`src/rtl/sram_req_arbiter_pkg.sv`:
```
// Shared definitions for the sram request arbiter: grant states and request source IDs.
package sram_req_arbiter_pkg;

    typedef enum logic [1:0] {
        ArbIdle  = 2'd0,
        ArbGInst = 2'd1,
        ArbGData = 2'd2
    } arb_state_e;

    localparam logic       SrcInst  = 1'b0;
    localparam logic       SrcData  = 1'b1;
    localparam logic [1:0] SizeWord = 2'd2;

endpackage

```
`src/rtl/sram_req_arbiter_arb_id_fifo.sv`:
```
// In-order FIFO of 1-bit source IDs, one entry per accepted-but-unreturned request.
module sram_req_arbiter_arb_id_fifo #(
    parameter int unsigned Depth = 2
) (
    input  logic clk,
    input  logic resetn,
    input  logic push,
    input  logic pop,
    input  logic din,
    output logic dout,
    output logic full,
    output logic empty
);

    localparam int unsigned PtrW = $clog2(Depth);
    localparam int unsigned CntW = PtrW + 1;

    logic [Depth-1:0] mem_q;
    logic [PtrW-1:0]  rd_ptr_q;
    logic [PtrW-1:0]  wr_ptr_q;
    logic [CntW-1:0]  count_q;

    // Depth is a power of two, so pointers wrap by natural overflow.
    always_ff @(posedge clk or negedge resetn) begin
        if (!resetn) begin
            mem_q    <= '0;
            rd_ptr_q <= '0;
            wr_ptr_q <= '0;
            count_q  <= '0;
        end else begin
            if (push) begin
                mem_q[wr_ptr_q] <= din;
                wr_ptr_q        <= wr_ptr_q + PtrW'(1);
            end
            if (pop) begin
                rd_ptr_q <= rd_ptr_q + PtrW'(1);
            end
            if (push && !pop) begin
                count_q <= count_q + CntW'(1);
            end else if (pop && !push) begin
                count_q <= count_q - CntW'(1);
            end
        end
    end

    assign dout  = mem_q[rd_ptr_q];
    assign full  = (count_q == CntW'(Depth));
    assign empty = (count_q == '0);

endmodule

```
`src/rtl/sram_req_arbiter.sv`:
```
// Shares one sram-like port between instruction fetch and EXE data requests, routing
// responses back in issue order.
module sram_req_arbiter
    import sram_req_arbiter_pkg::*;
#(
    parameter int unsigned MAX_OUTSTANDING = 2
) (
    input  logic        clk,
    input  logic        resetn,
    input  logic        inst_req,
    input  logic [31:0] inst_addr,
    output logic        inst_addr_ok,
    output logic        inst_data_ok,
    output logic [31:0] inst_rdata,
    input  logic        data_req,
    input  logic        data_wr,
    input  logic [1:0]  data_size,
    input  logic [3:0]  data_wstrb,
    input  logic [31:0] data_addr,
    input  logic [31:0] data_wdata,
    output logic        data_addr_ok,
    output logic        data_data_ok,
    output logic [31:0] data_rdata,
    output logic        mem_req,
    output logic        mem_wr,
    output logic [1:0]  mem_size,
    output logic [3:0]  mem_wstrb,
    output logic [31:0] mem_addr,
    output logic [31:0] mem_wdata,
    input  logic        mem_addr_ok,
    input  logic        mem_data_ok,
    input  logic [31:0] mem_rdata
);

    arb_state_e state_q;
    arb_state_e grant;
    logic       gnt_inst;
    logic       gnt_data;
    logic       accept;
    logic       ret_valid;
    logic       fifo_full;
    logic       fifo_empty;
    logic       fifo_dout;

    // A locked grant is kept; from idle, data wins in the same cycle it asks.
    always_comb begin
        grant = state_q;
        if (state_q == ArbIdle) begin
            if (data_req) begin
                grant = ArbGData;
            end else if (inst_req) begin
                grant = ArbGInst;
            end
        end
    end

    // Outputs are forced low while reset is asserted, whatever the inputs do.
    assign gnt_inst = resetn && (grant == ArbGInst);
    assign gnt_data = resetn && (grant == ArbGData);

    always_comb begin
        mem_req   = 1'b0;
        mem_wr    = 1'b0;
        mem_size  = 2'd0;
        mem_wstrb = 4'd0;
        mem_addr  = 32'd0;
        mem_wdata = 32'd0;
        if (gnt_data) begin
            mem_req   = data_req & ~fifo_full;
            mem_wr    = data_wr;
            mem_size  = data_size;
            mem_wstrb = data_wstrb;
            mem_addr  = data_addr;
            mem_wdata = data_wdata;
        end else if (gnt_inst) begin
            mem_req   = inst_req & ~fifo_full;
            mem_size  = SizeWord;
            mem_addr  = inst_addr;
        end
    end

    assign accept       = mem_req & mem_addr_ok;
    assign inst_addr_ok = accept & gnt_inst;
    assign data_addr_ok = accept & gnt_data;

    // Returns with nothing outstanding are protocol violations and are dropped.
    assign ret_valid    = resetn & mem_data_ok & ~fifo_empty;
    assign inst_data_ok = ret_valid & (fifo_dout == SrcInst);
    assign data_data_ok = ret_valid & (fifo_dout == SrcData);
    assign inst_rdata   = inst_data_ok ? mem_rdata : 32'd0;
    assign data_rdata   = data_data_ok ? mem_rdata : 32'd0;

    always_ff @(posedge clk or negedge resetn) begin
        if (!resetn) begin
            state_q <= ArbIdle;
        end else if (mem_req && !mem_addr_ok) begin
            state_q <= grant;
        end else begin
            state_q <= ArbIdle;
        end
    end

    sram_req_arbiter_arb_id_fifo #(
        .Depth (MAX_OUTSTANDING)
    ) u_id_fifo (
        .clk    (clk),
        .resetn (resetn),
        .push   (accept),
        .pop    (ret_valid),
        .din    (gnt_data ? SrcData : SrcInst),
        .dout   (fifo_dout),
        .full   (fifo_full),
        .empty  (fifo_empty)
    );

endmodule
```
`config.mk`:
```
export PLATFORM = sky130hd
export DESIGN_NAME = sram_req_arbiter
export DESIGN_NICKNAME = d
export VERILOG_FILES = /design/src/rtl/sram_req_arbiter_pkg.sv /design/src/rtl/sram_req_arbiter_arb_id_fifo.sv /design/src/rtl/sram_req_arbiter.sv
export SDC_FILE = /design/constraint.sdc
export NUM_CORES = 1
export LEC_CHECK = 0
export BUFFER_PORTS_ARGS = -buffer_cell sky130_fd_sc_hd__buf_2
export CELL_PAD_IN_SITES_DETAIL_PLACEMENT = 0
export CELL_PAD_IN_SITES_GLOBAL_PLACEMENT = 1
export CORE_ASPECT_RATIO = 0.75
export CORE_MARGIN = 5
export CORE_UTILIZATION = 12
export DETAILED_ROUTE_END_ITERATION = 10
export HOLD_SLACK_MARGIN = 0.12
export PLACE_DENSITY_LB_ADDON = 0.3
export RECOVER_POWER = 50
export SLEW_MARGIN = 10
export SYNTH_ARGS = -nofsm -noshare
export SYNTH_HDL_FRONTEND = slang
export SYNTH_SLANG_ARGS = --single-unit
export TNS_END_PERCENT = 30
```
`constraint.sdc`:
```
create_clock -name clk -period 1.6 [get_ports clk]
set_clock_uncertainty 0.05 [all_clocks]
set_input_delay 0.16 -clock clk [delete_from_list [all_inputs] [get_ports clk]]
set_output_delay 0.16 -clock clk [all_outputs]
set_load 0.01 [all_outputs]
```
# Word level (Yosys, flattened, before mapping)
# Index checks and enable logic that the tools add are counted.
# op_classes
addsub	4
order_cmp	3
eq_ne	3
muxes	23
n_bitwise	12
n_reduce_logical	12
# op_table
cell	count
$mux W32	5
$mux W2	8
$and A1 B1 Y1	9
$mux W1	7
$logic_and A1 B1 Y1	6
$eq A2 B2 Y1 const B	2
$logic_not A2 Y1	2
$lt A1 B2 Y1 const B	2
$mux W4	1
$logic_not A1 Y1	3
$not A1 Y1	3
$add A1 B1 Y1 const B	2
$add A2 B1 Y2 const B	1
$bwmux W2	1
$eq A2 B1 Y1 const B	1
$reduce_bool A2 Y1	1
$sub A2 B1 Y2 const B	1
$demux W1 S1	1
$ge A1 B1 Y1 const B	1
# totals
regBits	8
inputBits	141
output_inout_bits	140

# Logic depth before layout (Yosys ltp)
# logic_depth
depth_word	12
mapped_depth	7
ltp_nobuf	7

# Modules after synthesis
# From an unflattened synthesis, not the netlist that was laid out.
# unflattened
cells_unflattened	193
hier_area_um2	1456.4
# by_module_without_submodules
module	n_inst	cells_each	area_per_inst_um2
sram_req_arbiter	1	172	1186.1
sram_req_arbiter_arb_id_fifo	1	21	270.3

# Least setup slack after synthesis
# No wires, ideal clock.
# synth_timing
kind	flip-flop to flip-flop
from	register state_q[0]
to	register u_id_fifo.count_q[1]
setup_time_ps	125
t_arrival_ps	1401
t_required_ps	1425
slack_ps	23
stages_incl_launch_ff	8
n_path_buf	0
period_less_slack_ps	1577
path_cell_list	dfrtp_1 > nor2b_1 > o211ai_1 > inv_1 > ha_1 > xor2_1 > nor2_1 > xor2_1
# synth_via
elab_chain_cells	11
elab_cells_between_ends	16
cone_classes	eq/ne (2); mux (6); bitwise (1); reduce/logical (7)
# synth_lines
element	line_no	rtl
from (decl)	sram_req_arbiter.sv:35	arb_state_e state_q;
from (signal assigned)	sram_req_arbiter.sv:95	state_q <= ArbIdle;
from (signal assigned)	sram_req_arbiter.sv:97	state_q <= grant;
from (signal assigned)	sram_req_arbiter.sv:99	state_q <= ArbIdle;
$mux W2	sram_req_arbiter.sv:51	end else if (inst_req) begin
$mux W2	sram_req_arbiter.sv:49	if (data_req) begin
$mux W2 (*)	sram_req_arbiter.sv:48	if (state_q == ArbIdle) begin
$eq A2 B1 Y1	sram_req_arbiter.sv:58	assign gnt_inst = resetn && (grant == ArbGInst);
$logic_and A1 B1 Y1	sram_req_arbiter.sv:58	
$mux W1	sram_req_arbiter.sv:75	end else if (gnt_inst) begin
$mux W1 (*)	sram_req_arbiter.sv:68	if (gnt_data) begin
$and A1 B1 Y1 (*)	sram_req_arbiter.sv:82	assign accept = mem_req & mem_addr_ok;
$logic_not A1 Y1	sram_req_arbiter_arb_id_fifo.sv:40	end else if (pop && !push) begin
$logic_and A1 B1 Y1	sram_req_arbiter_arb_id_fifo.sv:40	
$reduce_bool A2 Y1 (no source line)	--	
to (signal assigned)	sram_req_arbiter_arb_id_fifo.sv:39	count_q <= count_q + CntW'(1);
to (signal assigned)	sram_req_arbiter_arb_id_fifo.sv:41	count_q <= count_q - CntW'(1);
to (decl)	sram_req_arbiter_arb_id_fifo.sv:21	logic [CntW-1:0] count_q;
# Mark *: on every way between the ends. The rest lies on a longest branch, timed or not.
# A chain may end at the register's enable or synchronous reset.

# Worst setup path after layout
# layout_timing
from	register state_q[1]
to	output mem_addr[22]
# layout_via
elab_chain_cells	7
elab_cells_between_ends	10
cone_classes	eq/ne (2); mux (5); reduce/logical (3)
# layout_lines
element	line_no	rtl
$mux W2	sram_req_arbiter.sv:51	
$mux W2	sram_req_arbiter.sv:49	
$mux W2 (*)	sram_req_arbiter.sv:48	
$eq A2 B1 Y1	sram_req_arbiter.sv:58	
$logic_and A1 B1 Y1	sram_req_arbiter.sv:58	
$mux W32	sram_req_arbiter.sv:75	
$mux W32 (*)	sram_req_arbiter.sv:68	
to (decl)	sram_req_arbiter.sv:28	output logic [31:0] mem_addr,
# Marks and branches as above.

==> impl_metrics.py <==
metrics = {
    "die": {
        "placeable_area_um2": 11700,
        "initial_utilization_pct": 12.4,
        "die-area_um2": 14400,
        "core.rowCount": 34,
        "die_width_um": 137,
        "pin_count": 281,
        "die_height_um": 105,
    },
    "routing": {
        "routedWlPerCell_um": 14.4,
        "iteration_count_of_the_initial_detailed_routing_pass": 4,
        "routed_wl_um": 9970,
        "detail_route.vias_per_cell": 3.94,
        "via_count": 2722,
        "dr.first_iter.drc_count": 72,
        "antenna_left": 0,
        "drc": 0,
    },
    "power": {
        "max-vdd-ir-drop_mv": 0.425,
        "power.density_nw_per_um2": 756,
        "leakage_uw": 0.00221,
    },
    "placement": {
        "portBuffers": 280,
        "post-dp-hpwl_um": 7780,
        "detailedPlace.worstSlack_ns": -0.0519,
        "place_congestion": 0.789,
        "place.detailed.instances": 668,
        "postPlaceCellArea_um2": 3140,
    },
    "worst_setup_path": {
        "endpoint_kind_of_the_worst_setup_timing_path": "output port",
        "cp.arrival_ns": 1.54,
        "worstPathCellList": "nor2_4 -> nor3b_4 -> buf_12 -> clkbuf_16 -> a22o_1 -> buf_2",
        "timing.critical_path.slowest_stage_cell": "dfrtp_1",
        "max_stage_delay_ns": 0.41,
        "worstPathRequired_ns": 1.39,
        "critPathMaxFanout": 12,
        "cp-start-kind": "register",
        "reg2reg_slack_ns": -0.15,
        "criticalPathCategory": "register to output port",
    },
    "grt": {
        "grt.total_usage_pct": 11.3,
        "first_global_vias": 2560,
        "gr-usage-met3_pct": 2.52,
        "grt_first_pass_wirelength_um": 13500,
        "globalRoute.busiestLayer": "met2",
        "groute.layer.met1.usage_pct": 12.7,
        "pin_count_of_the_biggest_net_entering_global_routing": 34,
        "antenna_violations_before_repair": 1,
        "grt_overflow": 0,
        "groute.layer.met2.usage_pct": 21.6,
    },
    "hold_path": {
        "timing.hold.worst.class": "input pin to register",
    },
    "final_layout": {
        "utilization_pct": 32.1,
        "finalNonFillerCells": 691,
        "drive_gt1_share_pct": 64.7,
        "antennaDiodeCount": 0,
        "num-nets-final": 673,
        "areaGrowthSynthToFinish_pct": 159,
        "post-route-cell-area_um2": 3750,
    },
    "sta": {
        "rsz_0062_raised_after_global_routing": "true",
        "slew_headroom_pct": 71.3,
        "fin_crit_ns": 1.75,
        "worst_slew_pin_slew_ns": 0.429,
        "final.setup.worst_slack_ns": -0.152,
        "timing.final.max_slew_violations": 0,
        "report.final.hold_viol_count": 0,
        "post-route-period-util_pct": 109,
        "number_of_setup_violations_in_the_final_report": 74,
        "fmaxAchievable_mhz": 571,
        "final.hold.worst_slack_ns": 0.373,
    },
    "yosys": {
        "synth_sequential_area_ratio_pct": 13.8,
        "ys_ff_latch": 8,
        "synth.yosys.warnings": 0,
        "syn_avg_cell_area_um2": 6.28,
        "postSynthNetCount": 373,
        "synthesis.instances": 231,
        "post_synth_num_cell_types": 25,
        "netlist_area_um2": 1450,
    },
    "clocking": {
        "cts_htree_levels": 1,
        "clock_sink_count": 8,
        "clock_latency_ns": 0.23,
        "ctsRootBufferMaster": "clkbuf_16",
        "clock_tree.buffer_depth": 2,
        "worst_setup_hold_path_clk_slew_ns": 0.04,
        "tritoncts": "built",
        "cts_inserted_buffers": 3,
    },
    "status": {
        "status": "finished with violations",
        "violations": "setup timing",
    },
    "run": {
        "max_cap_viol_count": 0,
    },
}
## report_power, final
part / switching (uW) / internal [uW]
logic: 1070 / 977
registers: 82.2 / 286
clock network: 94.7 / 322
total: 1250 / 1590
## timing repair
item                       in CTS  in global routing
setup endpoints to repair     108                141
buffers inserted                3                  4
hold buffers                    4                  0
gates cloned                    1                  8
gates resized for setup        13                 36
hold endpoints to repair       10                  0
pin swaps                      32                 27
## critical path: cells and delay by family (launching register included)
family | cells | cell delay [ns]
AO/OA/AOI/OAI | 1 | 0.14
buffers and inverters | 3 | 0.48
flip-flops | 1 | 0.41
AND/OR/NAND/NOR | 2 | 0.26
## cells in the mapped netlist
master,instances,area share (%)
o211ai_1,1,0.52
a21o_1,1,0.52
nor3b_1,1,0.52
nor2_1,70,18
and2_1,39,17
nor3b_4,1,1.3
inv_1,4,1.0
nand2_1,33,8.5
xnor2_1,3,1.8
mux2_2,3,2.3
nor4b_1,2,1.2
nor2b_1,2,0.86
nand2b_1,3,1.3
o211a_1,1,0.69
a21oi_2,1,0.60
a211oi_1,1,0.52
ha_1,1,0.86
a22o_1,32,19
dfrtp_1,8,14
mux2i_1,1,0.69
buf_2,15,5.2
clkbuf_1,3,0.78
o2111ai_1,2,1.2
xor2_1,2,1.2
clkbuf_2,1,0.34
## worst paths after layout
check                                                  from                               end  cells past startpoint
setup reg to reg                       state_q[1]$_DFF_PN0_  u_id_fifo.count_q[1]$_DFFE_PN0P_                      7
max in group asynchronous                            resetn    u_id_fifo.mem_q[0]$_DFFE_PN0P_                      3
min in group asynchronous                            resetn              state_q[1]$_DFF_PN0_                      2
setup / recovery                       state_q[1]$_DFF_PN0_                      mem_addr[22]                      6
hold reg to reg            u_id_fifo.count_q[1]$_DFFE_PN0P_  u_id_fifo.count_q[1]$_DFFE_PN0P_                      1
hold / removal                                       resetn              state_q[0]$_DFF_PN0_                      4
## final cells by class
type	count	area (um^2)
clock buffers	3	75.1
fillers	1272	7950
inverters	4	17.5
multi-input cells	200	1250
flip-flops and latches	8	201
well taps	162	203
repair buffers	314	2000
## flip-flops by register name, indices dropped and copies added (netlist names)
register	flops
state_q	2
u_id_fifo.count_q	2
u_id_fifo.mem_q	2
u_id_fifo.rd_ptr_q	1
u_id_fifo.wr_ptr_q	1
## kinds of logic after synthesis
family | count (synthesis) | synth area share (%)
xor gates and xnor gates | 5 | 3.02
muxes | 4 | 3.02
and+or+nand+nor | 151 | 48.6
AOI/OAI and AO/OA | 39 | 23.4
adders and majority gates | 1 | 0.862
buffers and inverters | 23 | 7.33
DFF | 8 | 13.8
## through the flow
step,setup TNS [ns],total power [uW]
floorplan,0,1350
global placement,0,2170
detailed placement,-0.0519,2160
CTS,-7.58,2700
global route,-16.45,3060
finish,-8.33,2840
## placed cells by master (no fill, tap or decap), drive strengths merged
cell type      n
dfrtp          8
o211a          1
nand2b         3
a21o           1
dlygate4sd3    4
a211oi         1
nor4b          2
nor2          70
nor3b          2
a21oi          1
nor2b          2
buf          301
ha             1
o2111ai        2
and2          39
nand2         33
o211ai         1
clkbuf        12
mux2i          1
inv            4
mux2           3
xor2           2
xnor2          3
a22o          32
## routing by layer
metal	wire length (um)	share of wire, %
met5	7	0.070
met3	736	7.4
met4	85	0.85
met1	3750	38
met2	5390	54
No activity file was read; power rests on OpenSTA's default activity.
